[config.mk]
export PLATFORM = sky130hd
export DESIGN_NAME = controller_responder
export DESIGN_NICKNAME = d
export VERILOG_FILES = /design/src/rtl/controller_responder.sv
export SDC_FILE = /design/constraint.sdc
export NUM_CORES = 1
export LEC_CHECK = 0
export BUFFER_PORTS_ARGS = -buffer_cell sky130_fd_sc_hd__buf_2
export CAP_MARGIN = 20
export CORE_MARGIN = 10
export CORE_UTILIZATION = 49
export CTS_BUF_LIST = sky130_fd_sc_hd__clkbuf_4 sky130_fd_sc_hd__clkbuf_8
export DETAILED_ROUTE_END_ITERATION = 10
export PLACE_DENSITY = 0.72
export SYNTH_ARGS = -nofsm -noshare
export SYNTH_HDL_FRONTEND = slang
export SYNTH_SLANG_ARGS = --single-unit
[constraint.sdc]
create_clock -name PCLK -period 4.1 [get_ports PCLK]
set_input_delay 0.41 -clock PCLK [delete_from_list [all_inputs] [get_ports PCLK]]
set_output_delay 0.41 -clock PCLK [all_outputs]
set_load 0.02 [all_outputs]
[src/rtl/controller_responder.sv]
// controller_responder
// Device-side end of a serial gamepad link. Emulates a shift-register
// controller: the button vector is loaded while the host latch is high.
// After the latch falls, one button is shifted per contCLK rising edge.
// Buttons are driven onto contRead as active-low wire levels.
//
// Ports
//   PCLK        fabric clock, all logic on the rising edge
//   RESET       synchronous active-high reset
//   buttons     button state (1 = pressed), bit 0 is sent first
//   contWrite   host latch (asynchronous to PCLK)
//   contCLK     host shift clock (asynchronous to PCLK)
//   contRead    serial data to host, low = pressed
//   frame_done  one-cycle pulse when the last bit has been shifted
//   overrun     sticky flag: contCLK rise seen after the frame completed
//   bit_index   bits shifted so far in the current frame
//
// Optional build macro: CONTROLLER_RESPONDER_GLITCH_FILTER_EN
//   When defined, a filter stage after each synchroniser only accepts a
//   level that was seen on two consecutive samples. This rejects
//   single-cycle glitches and adds one cycle of detection latency.

module controller_responder #(
  parameter int NUM_BITS = 16
) (
  input  logic                            PCLK,
  input  logic                            RESET,
  input  logic [NUM_BITS-1:0]             buttons,
  input  logic                            contWrite,
  input  logic                            contCLK,
  output logic                            contRead,
  output logic                            frame_done,
  output logic                            overrun,
  output logic [$clog2(NUM_BITS+1)-1:0]   bit_index
);

  localparam int BW = $clog2(NUM_BITS+1);
  localparam logic [BW-1:0] LAST_IDX = BW'(NUM_BITS);

  typedef enum logic [1:0] {
    ST_IDLE,
    ST_LATCHED,
    ST_SHIFT,
    ST_DONE
  } state_e;

  // Synchroniser, optional filter and previous-value flops.
  logic wr_s1_q, wr_s2_q, wr_prev_q;
  logic ck_s1_q, ck_s2_q, ck_prev_q;
  logic wr_lvl, ck_lvl;

`ifdef CONTROLLER_RESPONDER_GLITCH_FILTER_EN
  logic wr_flt_q, ck_flt_q;
  assign wr_lvl = wr_flt_q;
  assign ck_lvl = ck_flt_q;
`else
  assign wr_lvl = wr_s2_q;
  assign ck_lvl = ck_s2_q;
`endif

  always_ff @(posedge PCLK) begin
    if (RESET) begin
      wr_s1_q   <= 1'b0;
      wr_s2_q   <= 1'b0;
      wr_prev_q <= 1'b0;
      ck_s1_q   <= 1'b0;
      ck_s2_q   <= 1'b0;
      ck_prev_q <= 1'b0;
`ifdef CONTROLLER_RESPONDER_GLITCH_FILTER_EN
      wr_flt_q  <= 1'b0;
      ck_flt_q  <= 1'b0;
`endif
    end else begin
      wr_s1_q   <= contWrite;
      wr_s2_q   <= wr_s1_q;
      ck_s1_q   <= contCLK;
      ck_s2_q   <= ck_s1_q;
`ifdef CONTROLLER_RESPONDER_GLITCH_FILTER_EN
      // Stage 1 and stage 2 agreeing means the level was seen on two
      // consecutive samples. Otherwise the previously accepted level holds.
      if (wr_s1_q == wr_s2_q) wr_flt_q <= wr_s2_q;
      if (ck_s1_q == ck_s2_q) ck_flt_q <= ck_s2_q;
`endif
      wr_prev_q <= wr_lvl;
      ck_prev_q <= ck_lvl;
    end
  end

  logic wr_rise, wr_fall, ck_rise;
  assign wr_rise =  wr_lvl & ~wr_prev_q;
  assign wr_fall = ~wr_lvl &  wr_prev_q;
  assign ck_rise =  ck_lvl & ~ck_prev_q;

  // Frame state machine.
  state_e              state_q, state_d;
  logic [NUM_BITS-1:0] sreg_q, sreg_d;
  logic [BW-1:0]       idx_q, idx_d;
  logic                done_q, done_d;
  logic                ovr_q, ovr_d;

  always_ff @(posedge PCLK) begin
    if (RESET) begin
      state_q <= ST_IDLE;
      sreg_q  <= '0;
      idx_q   <= '0;
      done_q  <= 1'b0;
      ovr_q   <= 1'b0;
    end else begin
      state_q <= state_d;
      sreg_q  <= sreg_d;
      idx_q   <= idx_d;
      done_q  <= done_d;
      ovr_q   <= ovr_d;
    end
  end

  always_comb begin
    state_d = state_q;
    sreg_d  = sreg_q;
    idx_d   = idx_q;
    done_d  = 1'b0;
    ovr_d   = ovr_q;
    // A latch rise restarts the frame from any state. It wins over a
    // contCLK rise detected in the same cycle, which is dropped.
    if (wr_rise) begin
      state_d = ST_LATCHED;
      sreg_d  = buttons;
      idx_d   = '0;
      ovr_d   = 1'b0;
    end else begin
      unique case (state_q)
        ST_IDLE: ;
        ST_LATCHED: begin
          sreg_d = buttons;
          idx_d  = '0;
          // A contCLK edge that coincides with the latch fall is ignored here.
          if (wr_fall) state_d = ST_SHIFT;
        end
        ST_SHIFT: begin
          if (ck_rise) begin
            sreg_d = {1'b1, sreg_q[NUM_BITS-1:1]};
            idx_d  = idx_q + BW'(1);
            if (idx_q + BW'(1) == LAST_IDX) begin
              state_d = ST_DONE;
              done_d  = 1'b1;
            end
          end
        end
        ST_DONE: begin
          if (ck_rise) ovr_d = 1'b1;
        end
      endcase
    end
  end

  assign contRead   = (state_q == ST_IDLE) ? 1'b1 : ~sreg_q[0];
  assign frame_done = done_q;
  assign overrun    = ovr_q;
  assign bit_index  = idx_q;

endmodule
* Word-level counts from Yosys, hierarchy flattened
Cells that the tools add are included.
** Operators by class
- Reductions and logical operators :: 10
- Multiplexer cells :: 12
- Bitwise operators :: 9
- Equality and inequality tests :: 10
- Add/sub/neg operators :: 1
** Operators by type and width (number)
- $mux 16 :: 2
- $pmux 16 s2 :: 1
- $pmux 5 s2 :: 1
- $ne 3x3->1 const B :: 3
- $reduce_and 4->1 :: 2
- $mux 2 :: 3
- $ne 2x2->1 const B :: 3
- $not 1->1 :: 6
- $reduce_and 2->1 :: 3
- $add 5x1->5 const B :: 1
- $eq 5x5->1 const B :: 1
- $mux 5 :: 1
- $eq 2x2->1 const B :: 2
- $pmux 2 s2 :: 1
- $reduce_or 4->1 :: 1
- $and 1x1->1 :: 3
- $mux 1 :: 3
- $reduce_bool 3->1 :: 1
- $eq 2x1->1 const B :: 1
- $logic_not 2->1 :: 1
- $reduce_bool 2->1 :: 1
- $reduce_or 2->1 :: 1
** Storage, ports and cells
- Register bits :: 31
- Output and inout bits :: 8
- Input port bits :: 20
- Logic and storage cells :: 54

* Longest topological paths before layout
Gate-level depths: netlist of the first run.
- Depth in word-level cells :: 6
- Gate-level depth with buffers :: 8
- Mapped depth without buffers :: 6

* Least setup slack after synthesis of the first run
No wires, ideal clock.
- Path kind :: reg2reg
- Start :: register state_q[1]
- End :: register sreg_q[4]
- Cell stages (with the launch flop) :: 9
- Period minus slack after synthesis :: 1669 ps
- Path buffers :: 4
- Setup slack :: 2431 ps
- Setup time :: 145 ps
- Data required time :: 3955 ps
- Data arrival time :: 1524 ps
- Cell sequence :: dfxtp_1 buf_6 and4bb_1 buf_6 or3_1 buf_6 buf_2 nor2_1 a211oi_2
** Between the ends
- Longest elaborated chain between the ends :: 3
- Elaborated cells between the ends (all ways) :: 7
- Those cells by class :: 3 x eq/ne; 2 x mux; 2 x reduce/logical
** RTL lines
- from (decl) :: RTL line 95 : state_e state_q, state_d;
- from (signal assigned) :: RTL line 109 : state_q <= state_d;
- $eq 2x2->1 / $eq 2x1->1 (equally long branches) :: RTL line 131 : unique case (state_q)
- $pmux 16 s2, or another cell as far along :: RTL line 131
- $mux 16 / $reduce_and 2->1 (equally long branches)
- to (signal assigned) :: RTL line 110 : sreg_q <= sreg_d;
- to (decl) :: RTL line 96 : logic [NUM_BITS-1:0] sreg_q, sreg_d;
Parallel ways exist; a longest one is shown, timed or not.
A chain may end at the register's enable or synchronous reset.

* Final worst setup path of the first run
- Start :: register wr_prev_q
- End :: register sreg_q[13]
** Between the ends
- Longest elaborated chain between the ends :: 4
- Elaborated cells between the ends (all ways) :: 6
- Those cells by class :: 1 x eq/ne; 1 x mux; 2 x bitwise; 2 x reduce/logical
** RTL lines
- from (decl) :: RTL line 48 : logic wr_s1_q, wr_s2_q, wr_prev_q;
- from (signal assigned) :: RTL line 84 : wr_prev_q <= wr_lvl;
- $not 1->1 * :: RTL line 90 : assign wr_rise = wr_lvl & ~wr_prev_q;
- $and 1x1->1 * :: RTL line 90
- $ne 3x3->1 (no line) / $reduce_bool 3->1 (equally long branches)
- $reduce_and 2->1 (no line)
Every way passes the cells marked *; elsewhere a longest branch is shown, timed or not.

==> results of run 1 <==
## cells in the final DEF (no fill, tap or decap)
cell type  count
or3_1          1
a311oi_1       1
nor4b_1        1
nor2_1        22
bufinv_16      1
and4bb_1       1
o21ai_0        2
a311oi_2       1
nand4_1        3
clkbuf_8       1
nand2_1        1
a21oi_1        6
clkbuf_4       5
inv_1          5
nor2b_1        7
ha_1           3
a22oi_1        1
buf_2         27
or2_2          3
a41oi_1        1
nand3b_1       2
mux2i_1       16
a211oi_2      15
buf_16         1
clkinv_2       1
xor2_1         1
nand3_1        3
dfxtp_1       31
a32o_1         1
or2b_1         1
## metrics by stage
stage | hold slack (ns) | total power, mW
detailed placement | 0.430 | 0.400
global route | 0.267 | 0.677
floorplan | 0.414 | 0.388
global placement | 0.417 | 0.396
CTS | 0.272 | 0.650
finish | 0.290 | 0.647
## cells by family after synthesis
| group | Yosys count | share of synthesized area (%) |
|---|---|---|
| compound gates | 28 | 19.3 |
| xor+xnor | 1 | 0.607 |
| fa+ha+maj | 3 | 2.60 |
| buf+inv | 16 | 7.28 |
| flops | 31 | 43.0 |
| mux | 16 | 11.1 |
| simple gates | 45 | 16.1 |
## power groups by stage
stage	clock (mW)	combinational (mW)	sequential (mW)
after floorplan	0	0.0568	0.331
after global placement	0	0.0636	0.333
after detailed placement	0	0.0667	0.334
after CTS	0.257	0.0669	0.327
after global routing	0.270	0.0783	0.329
final	0.250	0.0705	0.327
## critical path, delay by kind of cell (launching register included)
| family | cells | cell delay (ns) |
|---|---|---|
| flip-flops | 1 | 0.34 |
| adder cells (fa/ha/maj) | 1 | 0.23 |
| AND/OR/NAND/NOR | 1 | 0.72 |
| multiplexers | 1 | 0.48 |
| AO/OA/AOI/OAI | 1 | 0.11 |
| buffers and inverters | 2 | 0.13 |
## cell type report
class	count	area (um2)
tap	31	38.8
fill	255	1140
clock buffer	6	51.3
multi-input combinational	93	717
inverter	5	18.8
sequential	31	621
clock inverter	2	35.0
timing repair buffer	28	163
## path summary, 6_finish.rpt
path                                            from                      end  slack (ns)
worst min register to register    ck_s1_q$_SDFF_PP0_        ck_lvl$_SDFF_PP0_        0.45
worst max register to register  wr_prev_q$_SDFF_PP0_  sreg_q[13]$_SDFFE_PP0P_        1.96
worst max-delay path            wr_prev_q$_SDFF_PP0_  sreg_q[13]$_SDFFE_PP0P_        1.96
worst min-delay path                       contWrite       wr_s1_q$_SDFF_PP0_        0.29
## metal layers
metal,wire [um],track usage (%),up-vias
met5,0,0,-
met3,224,5.45,2
met2,1310,16.3,23
met1,1170,10.8,490
li1,-,-,542
met4,14,4.88,0
==> results.md, run 1 <==
* Status: finished clean
* Max Cap Viol at 0
* Post-DP HPWL at 1960 um
* Combinational power share at roughly 11%
* Setup_tns at 0 ns
* CP Max Fanout at 17
* Worst reg-to-reg path cell count at 6
* Layout area overhead at 14.0%
* Post-route cell area at 1640 um2
* Vias at 1,057
* Dpl cells at 187
* Post-CTS Setup Bufs at 0
* Final WS setup at roughly 2.0 ns
* Clk buf depth at 2
* Worst-skew pair later-pin latency at around 0.33 ns
* Yosys top cell area share at about 43%
* CTS H-Tree Depth at 2
* Post-Place Setup Slack at 1.81 ns
* Slew headroom at around 29%
* NetSw at 151 uW
* Sink Count at 31
* CP endpoint kind: flop
* TritonCTS clock tree: built
* Crit Path Class: flop to flop
* Inserted Diodes at 0
* Starting Density at 51.9%
* Most common library cells after synthesis: 31 x dfxtp_1, 22 x nor2_1, 16 x mux2i_1
* RSZ-0062 raised after global routing: false
* TritonCTS Buffers at 5
* Worst hold path class: primary input to flop
* Largest net degree at the start of global routing at 33
* Cell Int Power at approximately 500 uW
* I/O pin cnt at 28
* Drc violations at 0
* Worst path cell trace: inv_1 -> ha_1 -> inv_1 -> nand3b_1 -> mux2i_1 -> a211oi_2
* Vias/cell at between 5 and 6
* Mapped Area at 1440 um2
* Area after DPL at 1530 um2
* Max frequency at roughly 470 MHz
* Part of the power in the clock network at between 30% and 40%
* Largest reg by FF count: sreg_q
* Die Ht at 74.3 um
* Seq/Total Area, Yosys at 43.0%
* Gpl congestion at roughly 0.85
* Worst setup SP type: flop
* VDD IR max at slightly below 0.3 mV
* Die area at between 5000 and 6000 um2
* Top post-synthesis cells by area: dfxtp_1 43%, a211oi_2 13%, mux2i_1 11%, nor2_1 5.7%, buf_6 3.1%
* Die X at 74.3 um
* Max FFs per register at 16
* Syn Nets at approximately 160
* First-pass GRT wire length at ~4400 um
* Fin crit share at ~52%
* Switching part of the total at a little under a quarter
* Lkg Pwr at 0.745 nW
* Initial antenna violation count at 0
* Vias in the first global route at approximately 1,000
* Layout Utilization at around three fifths
* Fin Clk Skew at about 0.0077 ns
* Routed wire length at ~2700 um
* First-pass DRT Iterations at 4
* Most frequent CP cell: inv_1
* Yosys warns at 0
* IO buf count at 27
* P per Cell Area at 393 nW/um2
* Hold_buf cts at 0
* Final nets at around 190
* Grt ovf at 0
* Hold path depth at 2
* Post-synth EDFFs at 0
* Tmin final at ~2.1 ns
* Worst EP arrival at around 2.3 ns
* Root Buffer: clkbuf_4
* Share of cells above drive strength 1 at approximately a third
* Drt wl/cell at 13.9 um
* Count leader, synth: dfxtp_1
* Layout Cells excl Fill at between 150 and 200
* CP peak stage delay at just over 0.7 ns
* Reg clk slew, reported paths at roughly 0.1 ns
* Post-synthesis register bit count at 31
* CORE AREA at about 2800 um2
* Slew @ Worst Pin at about 1.1 ns
* Max-slew violations at 0
* Yosys top cell by area: dfxtp_1
* # rows at 19
* DRT iter0 DRCs at 50
* Asr flop ratio synth at 0%
* Slowest cell on crit path: nand3b_1
* Final ANT Viol Nets at 0
* Prevailing post-synth register cell: dfxtp_1
* CP required at 4.30 ns
* Number of distinct library cells after synthesis at 29
* Final setup vio count at 0
* Hold Violations, Final at 0
* Post-CTS sizing at 0
* Post-Syn Area per Cell at just over 10 um2
* Cells after Synth at 140
* Part of the power in registers at 50.5%
* GRT Total Usage at between 10% and 20%
(Power assumes the default switching activity.)
==> run 2, diff against run 1 <==
==> constraint.sdc (replaced) <==
create_clock -name PCLK -period 2.1 [get_ports PCLK]
set_input_delay 0.21 -clock PCLK [delete_from_list [all_inputs] [get_ports PCLK]]
set_output_delay 0.21 -clock PCLK [all_outputs]
set_load 0.02 [all_outputs]
==> results.md, run 2 (synthesized netlist as in run 1, its figures left out) <==
* GRT Total Usage at around a tenth
* Slew @ Worst Pin at 0.596 ns
* I/O pin cnt at 28
* WHS at about 0.090 ns
* Slew headroom at between 60% and 70%
* Most frequent cells in the layout: 31 x dfxtp_1, 27 x buf_2, 22 x nor2_1
* Reg clk slew, reported paths at roughly 0.09 ns
* TritonCTS clock tree: built
* Drt wl/cell at 13.2 um
* Worst-skew pair later-pin latency at approximately 0.32 ns
* DRT iter0 DRCs at 62
* Final WS setup at around 0.34 ns
* Post-route cell area at around 1600 um2
* TritonCTS Buffers at 5
* Hold path depth at 2
* Hold Violations, Final at 0
* Post-CTS sizing at 0
* Worst R2R End: sreg_q[15]$_SDFFE_PP0P_
* Area after DPL at ~1500 um2
* RSZ-0062 raised after global routing: false
* Slowest cell on crit path: dfxtp_1
* Cell Int Power at between 800 and 900 uW
* Worst EP arrival at between 2 and 2.5 ns
* CORE AREA at about 2800 um2
* Max FFs per register at 16
* CP Max Fanout at 32
* First-pass DRT Iterations at 4
* # rows at 19
* Switching part of the total at 25.3%
* Max frequency at 567 MHz
* Die Ht at 74.3 um
* IO buf count at 27
* Die area at 5510 um2
* Vias/cell at about 5.4
* Worst hold path class: primary input to flop
* Worst reg-to-reg path cell count at 5
* Grt ovf at 0
* Sink Count at 31
* Tmin final at 1.76 ns
* Final nets at 188
* Max-slew violations at 0
* Gpl congestion at between 0.8 and 0.9
* Fin Clk Skew at about 0.0079 ns
* Max Cap Viol at 0
* Worst R2R Start: state_q[1]$_SDFFE_PP0P_
* Most common cell after layout, fill and taps aside: dfxtp_1
* CP endpoint kind: flop
* Largest reg by FF count: sreg_q
* VDD IR max at 0.576 mV
* Lkg Pwr at roughly 0.73 nW
* Vias in the first global route at 982
* Hold Path End: wr_s1_q$_SDFF_PP0_
* Flop2flop setup slack at ~0.34 ns
* Drc violations at 0
* Hold_buf cts at 0
* Starting Density at between 50% and 60%
* Fin crit share at between 80% and 90%
* Post-Place Setup Slack at 0.342 ns
* Final setup vio count at 0
* Initial antenna violation count at 0
* Clk buf depth at 2
* Part of the power in registers at 56.9%
* Overall Power at roughly 1.1 mW
* Crit Path Class: flop to flop
* Setup_tns at 0 ns
* Status: finished clean
* CP peak stage delay at 0.46 ns
* CTS H-Tree Depth at 2
* Vias at about 1,100
* Post-DP HPWL at 1930 um
* Part of the power in the clock network at 31.5%
* NetSw at 283 uW
* Min-delay src: contWrite
* Worst path cell trace: and4bb_1 -> or3_1 -> buf_4 -> nor2_1 -> a311oi_2
* Largest net degree at the start of global routing at 33
* Worst setup SP type: flop
* First-pass GRT wire length at 4330 um
* CP required at about 2.3 ns
* Share of cells above drive strength 1 at about a third
* Final ANT Viol Nets at 0
* Routed wire length at ~2600 um
* Post-CTS Setup Bufs at 0
* P per Cell Area at between 600 and 700 nW/um2
* Inserted Diodes at 0
* Combinational power share at approximately 12%
* Die X at 74.3 um
* Layout area overhead at 11.1%
* Root Buffer: clkbuf_4
run 2: changes by cell type in the layout (fill, tap and decap cells not counted):
cell	delta
bufinv_16	-1
buf_16	-1
clkbuf_8	-1
clkbuf_4	+2
buf_4	+2
run 2: power groups by stage:
stage               Clock (mW)  Sequential (mW)  Combinational (mW)
detailed placement           0            0.651               0.132
global placement             0            0.649               0.126
global route             0.389            0.642               0.145
floorplan                    0            0.646               0.111
finish                   0.352            0.637               0.130
CTS                      0.367            0.637               0.132
run 2: worst max-delay path by stage:
stage                                  startpoint                 endpoint  slack, ns  cells after the start
final                     state_q[1]$_SDFFE_PP0P_  sreg_q[15]$_SDFFE_PP0P_       0.34                      5
after global routing      state_q[1]$_SDFFE_PP0P_  sreg_q[15]$_SDFFE_PP0P_       0.20                      5
after CTS                 state_q[1]$_SDFFE_PP0P_  sreg_q[15]$_SDFFE_PP0P_       0.33                      5
after detailed placement  state_q[1]$_SDFFE_PP0P_  sreg_q[15]$_SDFFE_PP0P_       0.34                      5
after global placement    state_q[1]$_SDFFE_PP0P_  sreg_q[15]$_SDFFE_PP0P_       0.44                      5
after floorplan           state_q[1]$_SDFFE_PP0P_   sreg_q[4]$_SDFFE_PP0P_       0.43                      8
run 2: per-stage QoR:
| stage | util [%] | std cells |
|---|---|---|
| floorplan | - | 140 |
| global placement | 55.6 | 189 |
| detailed placement | 55.6 | 189 |
| CTS | 57.6 | 197 |
| global route | 57.6 | 197 |
| finish | 57.6 | 197 |
run 2: area by class of cell:
type                    count  area, um2
inverters                   5       18.8
well taps                  31       38.8
flip-flops and latches     31        621
repair buffers             29        150
multi-input cells          93        717
clock buffers               7       52.6
clock inverters             1       5.00
fillers                   258       1180
run 2: per-layer routing:
layer / global-route usage, % / up-vias / wire length [um]
li1: - / 544 / -
met1: 12.1 / 484 / 1210
met2: 14.6 / 27 / 1170
met3: 4.79 / 4 / 191
met4: 4.27 / 0 / 34
met5: 0 / - / 0
run 2: worst max-delay path, delay by kind of cell (launching register included):
| family | cells | cell delay (ns) |
|---|---|---|
| buffers and inverters | 1 | 0.35 |
| AOI/OAI and AO/OA | 1 | 0.24 |
| and+or+nand+nor | 3 | 0.64 |
| DFF | 1 | 0.46 |
